## src/rtl/bpsk_frame_scheduler_if.sv

```systemverilog
// Bundle between the byte receiver / transmit path and bpsk_frame_scheduler.
//
// Handshake semantics: rx_dv is a one-cycle push strobe with no back-pressure.
// A byte is offered on every cycle rx_dv is high and is either stored or dropped
// (dropped bytes raise the sticky overflow flag). There is no ready signal.
// Downstream, mod_en and frame_done are framing outputs, not a handshake.
//
// Signals:
//   rx_data/rx_dv  : byte from receiver and its write strobe
//   enable         : allow new frames to start
//   clr_ovf        : clear sticky overflow
//   enc_data       : byte presented to the encoder for the current frame
//   mod_en         : modulator enable, high for exactly one codeword per byte
//   busy           : scheduler is not idle
//   frame_done     : one-cycle pulse when a byte finishes
//   overflow       : sticky dropped-byte flag
//   fifo_count     : buffer occupancy 0..FIFO_DEPTH
//   fsm_state      : current scheduler state, for observation
interface bpsk_frame_scheduler_if #(
  parameter int DATA_WIDTH = 8,
  parameter int FIFO_DEPTH = 4
);
  logic [DATA_WIDTH-1:0]       rx_data;
  logic                        rx_dv;
  logic                        enable;
  logic                        clr_ovf;
  logic [DATA_WIDTH-1:0]       enc_data;
  logic                        mod_en;
  logic                        busy;
  logic                        frame_done;
  logic                        overflow;
  logic [$clog2(FIFO_DEPTH):0] fifo_count;
  logic [2:0]                  fsm_state;

  modport master (
    output rx_data, rx_dv, enable, clr_ovf,
    input  enc_data, mod_en, busy, frame_done, overflow, fifo_count, fsm_state
  );

  modport slave (
    input  rx_data, rx_dv, enable, clr_ovf,
    output enc_data, mod_en, busy, frame_done, overflow, fifo_count, fsm_state
  );
endinterface

```

## src/rtl/bpsk_frame_scheduler.sv

```systemverilog
// Byte scheduler for the Hamming encoder / BPSK modulator path.
// Received bytes are buffered in a small FIFO; each byte is loaded into
// enc_data, given GUARD_CYCLES for the encoder to settle, and then mod_en is
// held high for exactly CODE_WIDTH*SAMPLE_NUMBER cycles (one codeword).
// frame_done pulses for one cycle at the end of every byte.
//
// Ports:
//   clk  : system clock
//   arst : asynchronous reset, active-high
//   bus  : bpsk_frame_scheduler_if slave modport (see interface header)
//
// State encoding on fsm_state: 0 IDLE, 1 LOAD, 2 SETTLE, 3 SEND, 4 DONE.
module bpsk_frame_scheduler #(
  parameter int DATA_WIDTH    = 8,
  parameter int CODE_WIDTH    = 12,
  parameter int SAMPLE_NUMBER = 256,
  parameter int FIFO_DEPTH    = 4,
  parameter int GUARD_CYCLES  = 2
) (
  input logic                   clk,
  input logic                   arst,
  bpsk_frame_scheduler_if.slave bus
);

  localparam int FRAME_CYCLES = CODE_WIDTH * SAMPLE_NUMBER;
  localparam int CW           = $clog2(FRAME_CYCLES);
  localparam int PW           = $clog2(FIFO_DEPTH);
  localparam int NW           = PW + 1;

  localparam logic [NW-1:0] DEPTH_N    = NW'(FIFO_DEPTH);
  localparam logic [CW-1:0] LAST_GUARD = CW'(GUARD_CYCLES - 1);
  localparam logic [CW-1:0] LAST_SEND  = CW'(FRAME_CYCLES - 1);

  typedef enum logic [2:0] {
    IDLE   = 3'd0,
    LOAD   = 3'd1,
    SETTLE = 3'd2,
    SEND   = 3'd3,
    DONE   = 3'd4
  } state_t;

  state_t                state;
  logic [CW-1:0]         cnt;
  logic [DATA_WIDTH-1:0] mem [FIFO_DEPTH];
  logic [PW-1:0]         rd_ptr;
  logic [PW-1:0]         wr_ptr;
  logic [NW-1:0]         count;
  logic [DATA_WIDTH-1:0] enc_data;
  logic                  mod_en;
  logic                  frame_done;
  logic                  overflow;

  logic pop;
  logic push;
  logic drop;
  logic has_data;

  // LOAD is only ever entered with count>0 and nothing else removes entries,
  // so the pop never underflows. A pop frees a slot in the same edge, which is
  // why a write into a full FIFO during LOAD is still accepted.
  assign pop      = (state == LOAD);
  assign push     = bus.rx_dv && ((count != DEPTH_N) || pop);
  assign drop     = bus.rx_dv && !push;
  assign has_data = (count != '0);

  // Storage: when full and popping, wr_ptr equals rd_ptr; the head is read in
  // LOAD from the old contents before this edge overwrites the slot.
  always_ff @(posedge clk) begin
    if (push) begin
      mem[wr_ptr] <= bus.rx_data;
    end
  end

  always_ff @(posedge clk or posedge arst) begin
    if (arst) begin
      rd_ptr   <= '0;
      wr_ptr   <= '0;
      count    <= '0;
      overflow <= 1'b0;
    end else begin
      if (push) begin
        wr_ptr <= wr_ptr + PW'(1);
      end
      if (pop) begin
        rd_ptr <= rd_ptr + PW'(1);
      end
      case ({push, pop})
        2'b10:   count <= count + NW'(1);
        2'b01:   count <= count - NW'(1);
        default: count <= count;
      endcase
      // A drop in the same cycle as a clear must leave the flag set.
      if (drop) begin
        overflow <= 1'b1;
      end else if (bus.clr_ovf) begin
        overflow <= 1'b0;
      end
    end
  end

  always_ff @(posedge clk or posedge arst) begin
    if (arst) begin
      state      <= IDLE;
      cnt        <= '0;
      enc_data   <= '0;
      mod_en     <= 1'b0;
      frame_done <= 1'b0;
    end else begin
      case (state)
        IDLE: begin
          if (bus.enable && has_data) begin
            state <= LOAD;
          end
        end
        LOAD: begin
          enc_data <= mem[rd_ptr];
          cnt      <= '0;
          state    <= SETTLE;
        end
        SETTLE: begin
          if (cnt == LAST_GUARD) begin
            cnt    <= '0;
            mod_en <= 1'b1;
            state  <= SEND;
          end else begin
            cnt <= cnt + CW'(1);
          end
        end
        SEND: begin
          if (cnt == LAST_SEND) begin
            cnt        <= '0;
            mod_en     <= 1'b0;
            frame_done <= 1'b1;
            state      <= DONE;
          end else begin
            cnt <= cnt + CW'(1);
          end
        end
        DONE: begin
          frame_done <= 1'b0;
          // Chaining straight into LOAD keeps back-to-back bytes gap-free.
          if (bus.enable && has_data) begin
            state <= LOAD;
          end else begin
            state <= IDLE;
          end
        end
        default: begin
          state      <= IDLE;
          cnt        <= '0;
          mod_en     <= 1'b0;
          frame_done <= 1'b0;
        end
      endcase
    end
  end

  assign bus.enc_data   = enc_data;
  assign bus.mod_en     = mod_en;
  assign bus.busy       = (state != IDLE);
  assign bus.frame_done = frame_done;
  assign bus.overflow   = overflow;
  assign bus.fifo_count = count;
  assign bus.fsm_state  = state;

endmodule

```

## src/flat_wrapper.sv

```systemverilog
// flat-port wrapper written by rule: the top's interface ports become plain ports
module bpsk_frame_scheduler_flat 
#(
  parameter int DATA_WIDTH    = 8,
  parameter int CODE_WIDTH    = 12,
  parameter int SAMPLE_NUMBER = 256,
  parameter int FIFO_DEPTH    = 4,
  parameter int GUARD_CYCLES  = 2
)
  (clk, arst, bus_rx_data, bus_rx_dv, bus_enable, bus_clr_ovf, bus_enc_data, bus_mod_en, bus_busy, bus_frame_done, bus_overflow, bus_fifo_count, bus_fsm_state);
  bpsk_frame_scheduler_if #(.DATA_WIDTH(DATA_WIDTH), .FIFO_DEPTH(FIFO_DEPTH)) bus_i ();
  input logic clk;
  input logic arst;
  input wire logic [$bits(bus_i.rx_data)-1:0] bus_rx_data;
  input wire logic [$bits(bus_i.rx_dv)-1:0] bus_rx_dv;
  input wire logic [$bits(bus_i.enable)-1:0] bus_enable;
  input wire logic [$bits(bus_i.clr_ovf)-1:0] bus_clr_ovf;
  output wire logic [$bits(bus_i.enc_data)-1:0] bus_enc_data;
  output wire logic [$bits(bus_i.mod_en)-1:0] bus_mod_en;
  output wire logic [$bits(bus_i.busy)-1:0] bus_busy;
  output wire logic [$bits(bus_i.frame_done)-1:0] bus_frame_done;
  output wire logic [$bits(bus_i.overflow)-1:0] bus_overflow;
  output wire logic [$bits(bus_i.fifo_count)-1:0] bus_fifo_count;
  output wire logic [$bits(bus_i.fsm_state)-1:0] bus_fsm_state;
  assign bus_i.rx_data = bus_rx_data;
  assign bus_i.rx_dv = bus_rx_dv;
  assign bus_i.enable = bus_enable;
  assign bus_i.clr_ovf = bus_clr_ovf;
  assign bus_enc_data = bus_i.enc_data;
  assign bus_mod_en = bus_i.mod_en;
  assign bus_busy = bus_i.busy;
  assign bus_frame_done = bus_i.frame_done;
  assign bus_overflow = bus_i.overflow;
  assign bus_fifo_count = bus_i.fifo_count;
  assign bus_fsm_state = bus_i.fsm_state;
  bpsk_frame_scheduler #(.DATA_WIDTH(DATA_WIDTH), .CODE_WIDTH(CODE_WIDTH), .SAMPLE_NUMBER(SAMPLE_NUMBER), .FIFO_DEPTH(FIFO_DEPTH), .GUARD_CYCLES(GUARD_CYCLES)) u_core (.clk(clk), .arst(arst), .bus(bus_i));
endmodule
```

## config.mk

```make
export PLATFORM = sky130hd
export DESIGN_NAME = bpsk_frame_scheduler_flat
export DESIGN_NICKNAME = d
export VERILOG_FILES = /design/src/rtl/bpsk_frame_scheduler_if.sv /design/src/rtl/bpsk_frame_scheduler.sv /design/src/flat_wrapper.sv
export SDC_FILE = /design/constraint.sdc
export NUM_CORES = 1
export LEC_CHECK = 0
export ABC_AREA = 1
export BUFFER_PORTS_ARGS = -buffer_cell sky130_fd_sc_hd__buf_2
export CORE_MARGIN = 1.5
export CORE_UTILIZATION = 35
export DETAILED_ROUTE_END_ITERATION = 16
export GPL_TIMING_DRIVEN = 1
export SYNTH_ARGS = -nofsm -noshare
export SYNTH_HDL_FRONTEND = slang
export SYNTH_SLANG_ARGS = --single-unit
```

## constraint.sdc

```tcl
create_clock -name clk -period 3.5 [get_ports clk]
set_input_delay 0.525 -clock clk [delete_from_list [all_inputs] [get_ports clk]]
set_output_delay 0.525 -clock clk [all_outputs]
set_load 0.01 [all_outputs]
```

[Word level (Yosys, flattened, before mapping)]
Memory sizes are Yosys's and may differ from the RTL's. A register that Yosys moved wholly into a read port is not among the register bits.
Cells that the tools add are included.
Cells by class
  reductions and logical operators: 16
  add/sub/neg operators: 5
  bitwise operators: 2
  mux-type cells: 18
  eq/ne operators: 12
Operator list (count)
  $pmux 12 s3: 1
  $mux 12: 2
  $pmux 3 s5: 1
  $add 12x1->12 const B: 1
  $eq 12x1->1 const B: 1
  $eq 12x12->1 const B: 1
  $mux 3: 3
  $mux 1: 8
  $eq 3x2->1 const B: 2
  $ne 2x1->1 const B: 3
  $pmux 3 s2: 1
  $reduce_and 3->1: 2
  $reduce_bool 3->1: 2
  $reduce_or 3->1: 2
  $add 2x1->2 const B: 2
  $reduce_bool 2->1: 2
  $add 3x1->3 const B: 1
  $eq 3x1->1 const B: 1
  $eq 3x3->1 const B: 1
  $logic_and 1x1->1: 3
  $logic_not 3->1: 1
  $ne 3x3->1 const B: 1
  $pmux 1 s3: 1
  $sub 3x1->3 const B: 1
  8 further kinds: 9
Storage, ports and cells
  bits in registers: 25
  output and inout port bits: 18
  logic and storage cells: 62
  memories: 1
  memory bits (writable): 32
  input bits: 13
Memory list
  u_core.mem: words 4, width 8, read ports 1, clocked after Yosys merged registers in 1, wr ports 1, line bpsk_frame_scheduler.sv:44  | logic [DATA_WIDTH-1:0] mem [FIFO_DEPTH];

[Longest topological paths before layout]
Gate-level depths: netlist (run 1).
  depth in word-level cells: 6
  mapped depth: 11
  mapped depth without buffers: 11

[Worst setup path before layout (run 1)]
Ideal clock, no wire load.
  path type: reg2reg
  start point: register u_core.state[2], in the netlist u_core.bus.fsm_state[2]
  end point: register u_core.count[2], in the netlist u_core.bus.fifo_count[2]
  data arrival time: 1.600 ns
  required time: 3.387 ns
  stages on the path, launching flop included: 12
  setup slack: 1.787 ns
  setup time: 0.113 ns
  clock period less this slack: 1.713 ns
  path through: dfrtp_1 > inv_2 > nand3_2 > nor2_1 > inv_2 > fa_1 > inv_1 > nand4_1 > nand2_1 > nand2_1 > nand2_1 > inv_1
Between the ends
  cells in the longest elaborated chain, start to end: 5
  elaborated cells on any way between the ends: 7
Ends and longest elaborated chain
  from (decl): line bpsk_frame_scheduler.sv:42  | state_t state;
  from (signal assigned): line bpsk_frame_scheduler.sv:103  | state <= IDLE;
  from (signal assigned): line bpsk_frame_scheduler.sv:112  | state <= LOAD;
  from (signal assigned): line bpsk_frame_scheduler.sv:118  | state <= SETTLE;
  $eq 3x1->1 *: line bpsk_frame_scheduler.sv:61  | assign pop = (state == LOAD);
  $logic_or 1x1->1: line bpsk_frame_scheduler.sv:62  | assign push = bus.rx_dv && ((count != DEPTH_N) || pop);
  $logic_and 1x1->1: line bpsk_frame_scheduler.sv:62
  $eq 2x1->1 / $eq 2x2->1 (equally long branches): line bpsk_frame_scheduler.sv:87  | case ({push, pop})
  $pmux 3 s2 / $reduce_bool 2->1 (equally long branches)
  to (signal assigned): line bpsk_frame_scheduler.sv:88  | 2'b10: count <= count + NW'(1);
  to (signal assigned): line bpsk_frame_scheduler.sv:89  | 2'b01: count <= count - NW'(1);
  to (signal assigned): line bpsk_frame_scheduler.sv:90  | default: count <= count;
  to (decl): line bpsk_frame_scheduler.sv:47  | logic [NW-1:0] count;
Every way passes the cells marked *; elsewhere a longest branch is shown, timed or not.
A chain may end at the register's enable or synchronous reset.

[Final worst setup path (run 1)]
  start point: register u_core.state[2], in the netlist u_core.bus.fsm_state[2]
  end point: memory u_core.mem[2][6] (enable)
Between the ends
  cells in the longest elaborated chain, start to end: 5
Ends and longest elaborated chain
  $eq 3x1->1: line bpsk_frame_scheduler.sv:61
  $logic_or 1x1->1: line bpsk_frame_scheduler.sv:62
  $logic_and 1x1->1: line bpsk_frame_scheduler.sv:62
  $mux 1: line bpsk_frame_scheduler.sv:69  | if (push) begin
  $mux 1 (implied by the code): line bpsk_frame_scheduler.sv:70  | mem[wr_ptr] <= bus.rx_data;
  to (decl): line bpsk_frame_scheduler.sv:44
Every way passes these cells.

==> results.tsv, run 1 <==
stage	metric	value	unit
synth	synth_area	0.00304	mm^2
timing	tns	0	ns
die	rows	33	
timing	setup_ws	1.38	ns
route	viasPerCell	4.58	
setup_path	crit_required	3.48	ns
die	core	0.00830	mm^2
power	leakage	1.50	nW
setup_path	arrival	2.10	ns
worst_hold_path	hp-class	in -> reg	
setup_path	slowest_stage	nor2_1	
synth	synth.distinct_cells	32	
route	first_pass_iters	4	
route	drc_errors	0	
setup_path	endpoint_kind	register	
power	ir_drop	0.000272	V
timing	hold_slack	0.345	ns
global_routing	grt_overflow_total	0	
timing	relSlewSlack	33.9	%
global_routing	use_met2	25.7	%
synth	synth_seq_cells	65	
clock_tree	cts_hold_buf	0	
clock_tree	ctsResizeCount	0	
clock_tree	clk-insertion-delay-late	0.36	ns
die	fp.dieH	96.2	um
timing	fmax	0.471	GHz
setup_path	cp-start-kind	register	
setup_path	crit_buf_inv	2	
setup_path	critPathKind	reg -> reg	
setup_path	r2r_setup_slack	1.38	ns
die	start_util	36.7	%
global_routing	met1_usage	18.6	%
finish	fill_cells	799	
synth	synth.avg_cell_area	9.57	um^2
clock_tree	cts-buffers-inserted	9	
global_routing	grt_pass1_wl	10300	um
place	dp_slack	1.37	ns
die	fp.dieArea	0.00926	mm^2
timing	clock_skew	0.0154	ns
setup_path	r2r_end	u_core.mem[2][6]$_DFFE_PP_	
clock_tree	cts_tree	done	
finish	drive_gt1_share	19.5	%
setup_path	cp-endpoint	u_core.mem[2][6]$_DFFE_PP_	
clock_tree	path_clk_slew	0.07	ns
synth	postSynthCellCount	318	
route	finalWirelength	6270	um
setup_path	cp.depth	5	
global_routing	use_met3	4.90	%
finish	antenna_cells	0	
power	p_per_area	534	mW/mm^2
setup_path	slowest_delay	0.52	ns
clock_tree	clock-sinks	65	
global_routing	gr-max-usage-layer	met2	
die	io_pins	31	
setup_path	crit_fanout	16	
clock_tree	htreeDepth	3	
route	ant_nets	0	
place	place.gp.congestion	0.823	
die	fp.dieW	96.2	um
status	status	finished, final reports clean	
setup_path	path_common_cell	inv_2	
setup_path	r2r_start	u_core.bus.fsm_state[2]$_DFFE_PP0P_	
global_routing	grt_pass1_vias	2058	
timing	fin_crit_sh	60.6	%
global_routing	grtUsageTotal	15.6	%
job	maxCapViolations	0	
finish	layout.nets	374	
finish	layout.cells.non_filler	464	
finish	syn2layout_area_growth	15.4	%
place	post-place-cells	448	
route	vias	2125	
synth	seq_area_frac_synth	58.7	%
timing	slew_viol_final	0	
power	p_total	1.87	mW
timing	rsz0062_at_grt	false	
place	place_hpwl	4650	um
synth	yosys_warnings	0	
route	drtIter0Drc	75	
timing	tightestPinTransition	0.990	ns
route	wl_per_cell	13.5	um
setup_path	cp_cell_sequence	inv_2, nand3_2, inv_2, o21ai_4, nor2_1	
timing	layout_min_cycle_time	2.12	ns
place	io_buffers	30	
clock_tree	cts_root_buffer	clkbuf_8	
setup_path	critPathTopFamily	simple AND/OR/NAND/NOR gates	
global_routing	antenna_found_initial	0	
clock_tree	post_cts_buffers	0	
timing	hold_viol	0	
timing	setup_viol	0	
global_routing	grt_max_degree	26	
setup_path	worstSetupStartpoint	u_core.bus.fsm_state[2]$_DFFE_PP0P_	
synth	synth_fp_nets	338	
clock_tree	clock_tree.buffer_depth	2	
setup_path	reg2regPathDepth	5	
==> report_power, final <==
| group | switching (mW) | internal (mW) |
|---|---|---|
| registers | 0.0494 | 0.919 |
| logic | 0.168 | 0.0867 |
| clock network | 0.302 | 0.349 |
==> Yosys cell counts (all sizes together) <==
master  count  area (um^2)
nand2      71          287
nor2       57          231
dfrtp      33          826
edfxtp     32          961
inv        32          120
o21ai      31          166
nand3      19          118
buf         6         30.0
ha          6         75.1
xor2        6         52.6
a21oi       5         25.0
nand4       5         31.3
nor3        3         26.3
and2        2         12.5
nor2b       2         12.5
o21bai      2         15.0
a21o        1         7.51
clkbuf      1         3.75
fa          1         20.0
o211ai      1         7.51
or2         1         6.26
xnor2       1         8.76
==> flip-flops by register name, indices dropped and copies added, names as in the netlist <==
signal and flops:
u_core.bus.overflow 1, u_core.rd_ptr 2, u_core.bus.enc_data 8, u_core.bus.mod_en 1, u_core.cnt 12, u_core.mem 32
u_core.wr_ptr 2, u_core.bus.fifo_count 3, u_core.bus.fsm_state 3, u_core.bus.frame_done 1
==> through the flow <==
step,area [um^2],util [%]
after global routing,3510,42.3
after detailed placement,3310,39.8
after floorplan,3040,-
final,3510,42.3
after CTS,3510,42.3
after global placement,3310,39.8
==> placed cells by master (no fill, tap or decap), types with 2 or more instances in the layout <==
master | Yosys | final
edfxtp_1 | 32 | 32
buf_4 | 0 | 2
nor3_1 | 2 | 2
nor2_4 | 2 | 2
nand4_1 | 5 | 5
ha_1 | 6 | 6
nand2_1 | 67 | 67
a21oi_1 | 5 | 5
inv_2 | 9 | 9
and2_1 | 2 | 2
clkinv_4 | 0 | 2
buf_2 | 6 | 30
nor2_1 | 54 | 54
clkinvlp_4 | 0 | 2
clkbuf_8 | 0 | 10
nor2b_1 | 2 | 2
nand2_4 | 2 | 2
nand3_2 | 2 | 2
dfrtp_1 | 33 | 33
xor2_1 | 6 | 6
o21bai_1 | 2 | 2
inv_1 | 23 | 23
nand2_2 | 2 | 2
o21ai_1 | 12 | 12
nand3_1 | 16 | 16
o21ai_0 | 18 | 18
==> worst min path at each step <==
stage,start,to,slack (ns),depth (start not counted)
3_5_place_dp,u_core.bus.mod_en$_DFFE_PP0P_,u_core.bus.mod_en$_DFFE_PP0P_,0.46,2
2_1_floorplan,u_core.cnt[10]$_DFFE_PP0N_,u_core.cnt[10]$_DFFE_PP0N_,0.46,2
3_3_place_gp,u_core.bus.mod_en$_DFFE_PP0P_,u_core.bus.mod_en$_DFFE_PP0P_,0.46,2
4_1_cts,bus_clr_ovf,u_core.bus.overflow$_DFFE_PP0P_,0.33,2
5_1_grt,bus_clr_ovf,u_core.bus.overflow$_DFFE_PP0P_,0.33,2
6_report,bus_clr_ovf,u_core.bus.overflow$_DFFE_PP0P_,0.34,2
==> metal layers <==
| metal | vias to the layer above | part of all wire (%) |
|---|---|---|
| met4 | 0 | 1.6 |
| met3 | 8 | 4.3 |
| met1 | 967 | 45 |
| met2 | 47 | 49 |
| li1 | 1103 | - |
| met5 | - | 0 |
==> cell type report <==
type	instances	area [um^2]	share of cell area, %
multi-input combinational	214	1100	31.4
timing repair buffer	32	165	4.70
inverter	32	120	3.42
clock buffer	10	138	3.92
sequential	65	1790	50.9
clock inverter	6	67.6	1.92
tap	105	131	3.74
==> kinds of logic (layout without fill, tap and decap cells) <==
group	count (synthesis)	after routing	share of synthesized area, %
adders and majority gates	7	7	3.12
DFF	65	65	58.7
buffers and inverters	39	80	5.06
AOI/OAI and AO/OA	40	40	7.28
and+or+nand+nor	160	160	23.8
xor gates and xnor gates	7	7	2.01
No activity file was read; power rests on OpenSTA's default activity.
==> inputs of run 2 (changes only) <==
ABC_AREA = 0   (was 1)
clock period = 2.1 ns   (was 3.5 ns; I/O delays follow)
==> run 2 against run 1 <==
  * Power is 60% higher
  * Design area is 4.5% lower
  * Register-to-register slack worse by 1.1 ns
  * Combinational power is 74% higher
  * Die area is 5.5% lower
  * First-iteration DRC count is 4.0% higher
  * Clock skew is 0.0079 ns lower
  * Critical path type unchanged
  * Critical endpoint is now u_core.cnt[4]$_DFFE_PP0N_
  * Largest power group unchanged
==> results.tsv, run 2 <==
stage	metric	value	unit	change
synth	yosysMostFrequentCell	dfrtp_1		was nand2_1
synth	synth_seq_cells	65		unchanged
synth	synth_fp_nets	232		was 338
setup_path	cp-start-kind	register		unchanged
finish	final_cell_mix	dfrtp_1 (33), edfxtp_1 (32), buf_2 (30)		was nand2_1 (67), nor2_1 (54), dfrtp_1 (33)
finish	regMostFlops	u_core.mem		unchanged
timing	tightestPinTransition	0.550	ns	was 0.990 ns
clock_tree	clock_tree.buffer_depth	2		unchanged
clock_tree	ctsResizeCount	0		unchanged
die	fp.dieArea	0.00875	mm^2	was 0.00926 mm^2
setup_path	r2r_setup_slack	0.23	ns	was 1.38 ns
synth	seq_area_frac_synth	62.3	%	was 58.7%
route	first_pass_iters	5		was 4
clock_tree	path_clk_slew	0.07	ns	about the same
clock_tree	cts_root_buffer	clkbuf_8		unchanged
synth	synth_common_cells	dfrtp_1 (33), edfxtp_1 (32), nand2_1 (15)		was nand2_1 (67), nor2_1 (54), dfrtp_1 (33)
route	wl_per_cell	14.5	um	was 13.5 um
clock_tree	cts_hold_buf	0		unchanged
power	p_per_area	896	mW/mm^2	was 534 mW/mm^2
die	fp.dieW	93.5	um	was 96.2 um
setup_path	arrival	2.08	ns	was 2.10 ns
finish	syn2layout_area_growth	16.9	%	was 15.4%
timing	setup_ws	0.232	ns	was 1.38 ns
synth	postSynthCellCount	212		was 318
global_routing	antenna_found_initial	0		unchanged
timing	rsz0062_at_grt	false		unchanged
finish	top_regs	u_core.mem x32, u_core.cnt x12, u_core.bus.enc_data x8		unchanged
clock_tree	clk-insertion-delay-late	0.34	ns	was 0.36 ns
power	ir_drop	0.000469	V	was 0.000272 V
synth	synth_top_area_cell	edfxtp_1		unchanged
global_routing	grt_pass1_vias	1760		was 2058
route	drc_errors	0		unchanged
clock_tree	post_cts_buffers	0		unchanged
clock_tree	cts_tree	done		unchanged
setup_path	critPathKind	reg -> reg		unchanged
setup_path	r2r_end	u_core.cnt[4]$_DFFE_PP0N_		was u_core.mem[2][6]$_DFFE_PP_
die	core	0.00785	mm^2	was 0.00830 mm^2
place	dp_slack	0.196	ns	was 1.37 ns
clock_tree	cts-buffers-inserted	9		unchanged
finish	antenna_cells	0		unchanged
place	io_buffers	30		unchanged
synth	yosys_warnings	0		unchanged
place	place.gp.congestion	0.783		was 0.823
route	ant_nets	0		unchanged
timing	layout_min_cycle_time	1.87	ns	was 2.12 ns
synth	yosys.area.top_type_share	33.5	%	was 31.6%
finish	final_common_cell	dfrtp_1		was nand2_1
worst_hold_path	hp-class	in -> async		was in -> reg
global_routing	grt_max_degree	34		was 26
finish	largest_reg_flops	32		unchanged
timing	clock_skew	0.00750	ns	was 0.0154 ns
clock_tree	clock-sinks	65		unchanged
synth	synth_edf_count	32		unchanged
synth	synthArstFlopShare	50.8	%	unchanged
setup_path	reg2regPathDepth	6		was 5
synth	synth.avg_cell_area	13.5	um^2	was 9.57 um^2
setup_path	crit_fanout	13		was 16
die	start_util	36.6	%	was 36.7%
synth	synth_flop_cell	dfrtp_1		unchanged
die	io_pins	31		unchanged
timing	fmax	0.535	GHz	was 0.471 GHz
route	finalWirelength	5240	um	was 6270 um
global_routing	grtUsageTotal	13.7	%	was 15.6%
place	place_hpwl	3530	um	was 4650 um
die	fp.dieH	93.5	um	was 96.2 um
clock_tree	htreeDepth	3		unchanged
route	viasPerCell	4.89		was 4.58
timing	fin_crit_sh	88.9	%	was 60.6%
timing	tns	0	ns	unchanged
synth	synth.distinct_cells	48		was 32
power	leakage	1.37	nW	was 1.50 nW
status	status	finished, final reports clean		unchanged
setup_path	r2r_start	u_core.cnt[0]$_DFFE_PP0N_		was u_core.bus.fsm_state[2]$_DFFE_PP0P_
timing	relSlewSlack	63.3	%	was 33.9%
synth	synthTopCellsByArea	edfxtp_1 (33%), dfrtp_1 (29%), mux4_2 (6.3%)		was edfxtp_1 (32%), dfrtp_1 (27%), nand2_1 (8.3%)
setup_path	endpoint_kind	register		unchanged
route	vias	1767		was 2125
finish	layout.nets	274		was 374
finish	drive_gt1_share	30.5	%	was 19.5%
power	p_total	3.01	mW	was 1.87 mW
setup_path	crit_required	2.31	ns	was 3.48 ns
route	drtIter0Drc	78		was 75
die	rows	32		was 33
synth	synth_area	0.00287	mm^2	was 0.00304 mm^2
global_routing	grt_overflow_total	0		unchanged
global_routing	grt_pass1_wl	8940	um	was 10300 um
timing	setup_viol	0		unchanged
timing	slew_viol_final	0		unchanged
timing	hold_viol	0		unchanged
job	maxCapViolations	0		unchanged
==> run 2: changes by cell type after synthesis, sizes merged, moves of 5 or more <==
cell / delta
mux4: +8
nor2: -49
a21oi: +5
o21ai: -21
inv: -22
a31oi: +6
mux2: +8
nand3: -14
nand2: -56
==> run 2: how the worst max path moves through the flow <==
| stage | startpoint | slack [ns] | cells after the start | to |
|---|---|---|---|---|
| 2_1_floorplan | u_core.bus.fsm_state[1]$_DFFE_PP0P_ | 0.19 | 8 | u_core.bus.fifo_count[2]$_DFFE_PP0P_ |
| 3_3_place_gp | u_core.cnt[1]$_DFFE_PP0N_ | 0.26 | 7 | u_core.cnt[4]$_DFFE_PP0N_ |
| 3_5_place_dp | u_core.cnt[1]$_DFFE_PP0N_ | 0.20 | 7 | u_core.cnt[4]$_DFFE_PP0N_ |
| 4_1_cts | u_core.cnt[1]$_DFFE_PP0N_ | 0.18 | 7 | u_core.cnt[4]$_DFFE_PP0N_ |
| 5_1_grt | u_core.cnt[0]$_DFFE_PP0N_ | 0.04 | 6 | u_core.cnt[4]$_DFFE_PP0N_ |
| 6_report | u_core.cnt[0]$_DFFE_PP0N_ | 0.23 | 6 | u_core.cnt[4]$_DFFE_PP0N_ |
==> run 2: per-layer routing <==
metal | track usage, % | part of all wire (%) | up-vias
met5 | 0 | 0 | -
met1 | 18.4 | 49 | 845
met4 | 4.10 | 0.76 | 0
met3 | 5.69 | 5.2 | 2
met2 | 20.3 | 45 | 43
li1 | - | - | 877
==> run 2: final cells by class <==
type                            count  area [um^2]
Clock buffer                       10          138
Clock inverter                      6         42.5
Fill cell                         750         4490
Inverter                           10         37.5
Multi-Input combinational cell    129         1000
Sequential cell                    65         1790
Tap cell                          102          128
Timing Repair Buffer               39          218
==> run 2: stage by stage <==
step	util [%]	cell area, um^2	cells	hold WS [ns]
2_1_floorplan	-	2870	212	0.414
4_1_cts	42.7	3350	361	0.0791
6_report	42.7	3350	361	0.0718
5_1_grt	42.7	3350	361	0.0978
3_3_place_gp	40.4	3170	345	0.450
3_5_place_dp	40.4	3170	345	0.456
==> run 2: kinds of logic after synthesis <==
kind of cell	after synthesis	synth area share, %
flops	65	62.3
simple gates	60	11.3
compound gates	39	8.59
buf+inv	18	2.92
mux	16	9.42
xor+xnor	7	2.14
fa+ha+maj	7	3.31
==> run 2: critical path: stages (launching register included) <==
cell and delay (ns):
dfrtp_1 0.43, ha_1 0.24, nand3_1 0.13, nor4_2 0.37, o21bai_2 0.24, a41oi_1 0.27, a31oi_1 0.06
==> run 2: power by group <==
| part | switching [mW] | internal [mW] | total, mW |
|---|---|---|---|
| clock | 0.494 | 0.462 | 0.956 |
| sequential | 0.0817 | 1.53 | 1.61 |
| combinational | 0.260 | 0.181 | 0.441 |
| total | 0.836 | 2.17 | 3.01 |
==> inputs of run 3 (changes only) <==
REMOVE_ABC_BUFFERS = 1   (was default)
==> run 3 against run 2 <==
  * Combinational power grew 5.9%
  * Routed wire length grew 1.6%
  * Clock power grew 8%
  * Largest power group unchanged
  * Sequential cell count is the same
  * Core utilization grew 0.29 points
  * Setup slack lost 0.027 ns
  * Via count grew 2.0%
  * Critical path type unchanged
  * Fmax shrank 1.4%
  * Sequential share of layout area shrank 0.36 points
  * Count of clock-buffer cells in the layout shrank 1
  * Hold slack lost 0.0075 ns
==> results.tsv, run 3 (synthesis results as in run 2) <==
stage	metric	value	unit	change
finish	antenna_cells	0		unchanged
finish	design_area	0.00338	mm^2	was 0.00335 mm^2
place	dp_slack	0.192	ns	was 0.196 ns
timing	fin_crit_sh	90.2	%	was 88.9%
route	drtIter0Drc	110		was 78
clock_tree	clk-insertion-delay-late	0.34	ns	about the same
finish	fill_cells	745		was 750
finish	syn2layout_area_growth	17.7	%	was 16.9%
status	status	finished, final reports clean		unchanged
timing	tns	0	ns	unchanged
timing	clock_skew	0.00630	ns	was 0.00750 ns
clock_tree	path_clk_slew	0.07	ns	about the same
route	drc_errors	0		unchanged
timing	slew_viol_final	0		unchanged
power	p_per_area	919	mW/mm^2	was 896 mW/mm^2
power	netSwitchingFraction	27.0	%	was 27.8%
route	ant_nets	0		unchanged
clock_tree	cts_root_buffer	clkbuf_8		unchanged
setup_path	cp_cell_sequence	ha_1, nand3_1, nor4_2, o21bai_2, a41oi_1, a31oi_1		unchanged
power	leakage	1.38	nW	was 1.37 nW
route	first_pass_iters	4		was 5
global_routing	grt_pass1_vias	1782		was 1760
timing	tightestPinTransition	0.565	ns	was 0.550 ns
route	viasPerCell	4.98		was 4.89
setup_path	crit_fanout	13		unchanged
die	fp.dieH	93.5	um	unchanged
power	pwr-share-seq	51.7	%	was 53.5%
finish	multi_input_area	0.00100	mm^2	unchanged
place	place_area	0.00318	mm^2	was 0.00317 mm^2
finish	largest_reg_flops	32		unchanged
setup_path	cp-start-kind	register		unchanged
global_routing	grtUsageTotal	13.7	%	about the same
timing	layout_min_cycle_time	1.89	ns	was 1.87 ns
die	fp.dieW	93.5	um	unchanged
timing	setup_ws	0.206	ns	was 0.232 ns
clock_tree	post_cts_buffers	0		unchanged
die	fp.dieArea	0.00875	mm^2	unchanged
setup_path	slowest_delay	0.43	ns	about the same
setup_path	crit_required	2.31	ns	about the same
timing	hold_slack	0.0643	ns	was 0.0718 ns
place	place_hpwl	3640	um	was 3530 um
timing	fmax	0.528	GHz	was 0.535 GHz
finish	top_regs	u_core.mem x32, u_core.cnt x12, u_core.bus.enc_data x8		unchanged
clock_tree	cts_tree	done		unchanged
clock_tree	clock_tree.buffer_depth	2		unchanged
global_routing	antenna_found_initial	0		unchanged
setup_path	arrival	2.10	ns	was 2.08 ns
die	core	0.00785	mm^2	unchanged
finish	regMostFlops	u_core.mem		unchanged
finish	ff_latch_area	0.00179	mm^2	unchanged
setup_path	critPathKind	reg -> reg		unchanged
setup_path	endpoint_kind	register		unchanged
worst_hold_path	hp-class	in -> async		unchanged
timing	setup_viol	0		unchanged
global_routing	grt_pass1_wl	8960	um	was 8940 um
power	combPwrFrac	15.1	%	was 14.7%
setup_path	slowest_stage	dfrtp_1		unchanged
place	io_buffers	30		unchanged
clock_tree	htreeDepth	3		unchanged
route	wl_per_cell	14.7	um	was 14.5 um
timing	hold_viol	0		unchanged
finish	drive_gt1_share	30.4	%	was 30.5%
route	vias	1802		was 1767
global_routing	grt_max_degree	34		unchanged
power	pwr-share-clk	33.3	%	was 31.8%
power	p_int	2.27	mW	was 2.17 mW
finish	utilization	43.0	%	was 42.7%
clock_tree	clock-sinks	65		unchanged
job	maxCapViolations	0		unchanged
finish	layout.nets	275		was 274
timing	relSlewSlack	62.3	%	was 63.3%
clock_tree	cts-buffers-inserted	9		unchanged
timing	rsz0062_at_grt	false		unchanged
global_routing	grt_overflow_total	0		unchanged
power	ir_drop	0.000339	V	was 0.000469 V
die	io_pins	31		unchanged
die	start_util	36.6	%	unchanged
finish	final_cell_mix	dfrtp_1 (33), edfxtp_1 (32), buf_2 (30)		unchanged
finish	final_common_cell	dfrtp_1		unchanged
route	finalWirelength	5320	um	was 5240 um
die	rows	32		unchanged
power	p_sw	0.836	mW	about the same
place	place.gp.congestion	0.903		was 0.783
-- run 3: power by group through the flow --
stage	registers, mW	clock network, mW	logic (mW)
floorplan	1.63	0	0.295
global placement	1.62	0	0.470
detailed placement	1.63	0	0.474
CTS	1.60	1.06	0.478
global route	1.62	1.11	0.543
finish	1.60	1.03	0.467
-- run 3: layer usage --
layer  GRT usage (%)  vias to the layer above  routed length, um  share of wire (%)
met5               0                        -                  0                  0
met4            4.85                        0                 54                1.0
met3            5.04                        5                250                4.7
met2            19.2                       46               2360                 44
met1            19.4                      879               2660                 50
li1                -                      872                  -                  -
-- run 3: metrics by stage --
stage	power, mW	std cells
2_1_floorplan	1.93	204
3_3_place_gp	2.09	346
3_5_place_dp	2.11	346
4_1_cts	3.14	362
5_1_grt	3.28	362
6_report	3.10	362
-- run 3: area by class of cell --
type	instances	share of cell area [%]
clock buffers	9	3.67
clock inverters	7	2.11
multi-input cells	129	29.8
flip-flops and latches	65	52.9
repair buffers	40	6.67
inverters	10	1.11
well taps	102	3.78
-- run 3: worst paths after layout --
| kind | startpoint | to | slack (ns) | cells past startpoint |
|---|---|---|---|---|
| worst max-delay path | u_core.cnt[0]$_DFFE_PP0N_ | u_core.cnt[5]$_DFFE_PP0N_ | 0.21 | 6 |
| worst min register to register | u_core.bus.enc_data[2]$_DFFE_PP0P_ | u_core.bus.enc_data[2]$_DFFE_PP0P_ | 0.50 | 1 |
| worst max register to register | u_core.cnt[0]$_DFFE_PP0N_ | u_core.cnt[5]$_DFFE_PP0N_ | 0.21 | 6 |
| min in group clk | bus_clr_ovf | u_core.bus.overflow$_DFFE_PP0P_ | 0.17 | 2 |
| max in group asynchronous | arst | u_core.bus.enc_data[0]$_DFFE_PP0P_ | 1.72 | 3 |
| worst min-delay path | arst | u_core.bus.fsm_state[2]$_DFFE_PP0P_ | 0.06 | 3 |
-- run 3: repair_timing --
item / in CTS / in global routing
endpoints found under the setup margin: 0 / 2
hold buffers: 0 / 0
gates resized for setup: 0 / 1
-- run 3: critical path: cells and delay by family, from the launching register on --
kind	cells	cell delay, ns
compound gates	3	0.60
flops	1	0.43
fa+ha+maj	1	0.24
simple gates	2	0.49
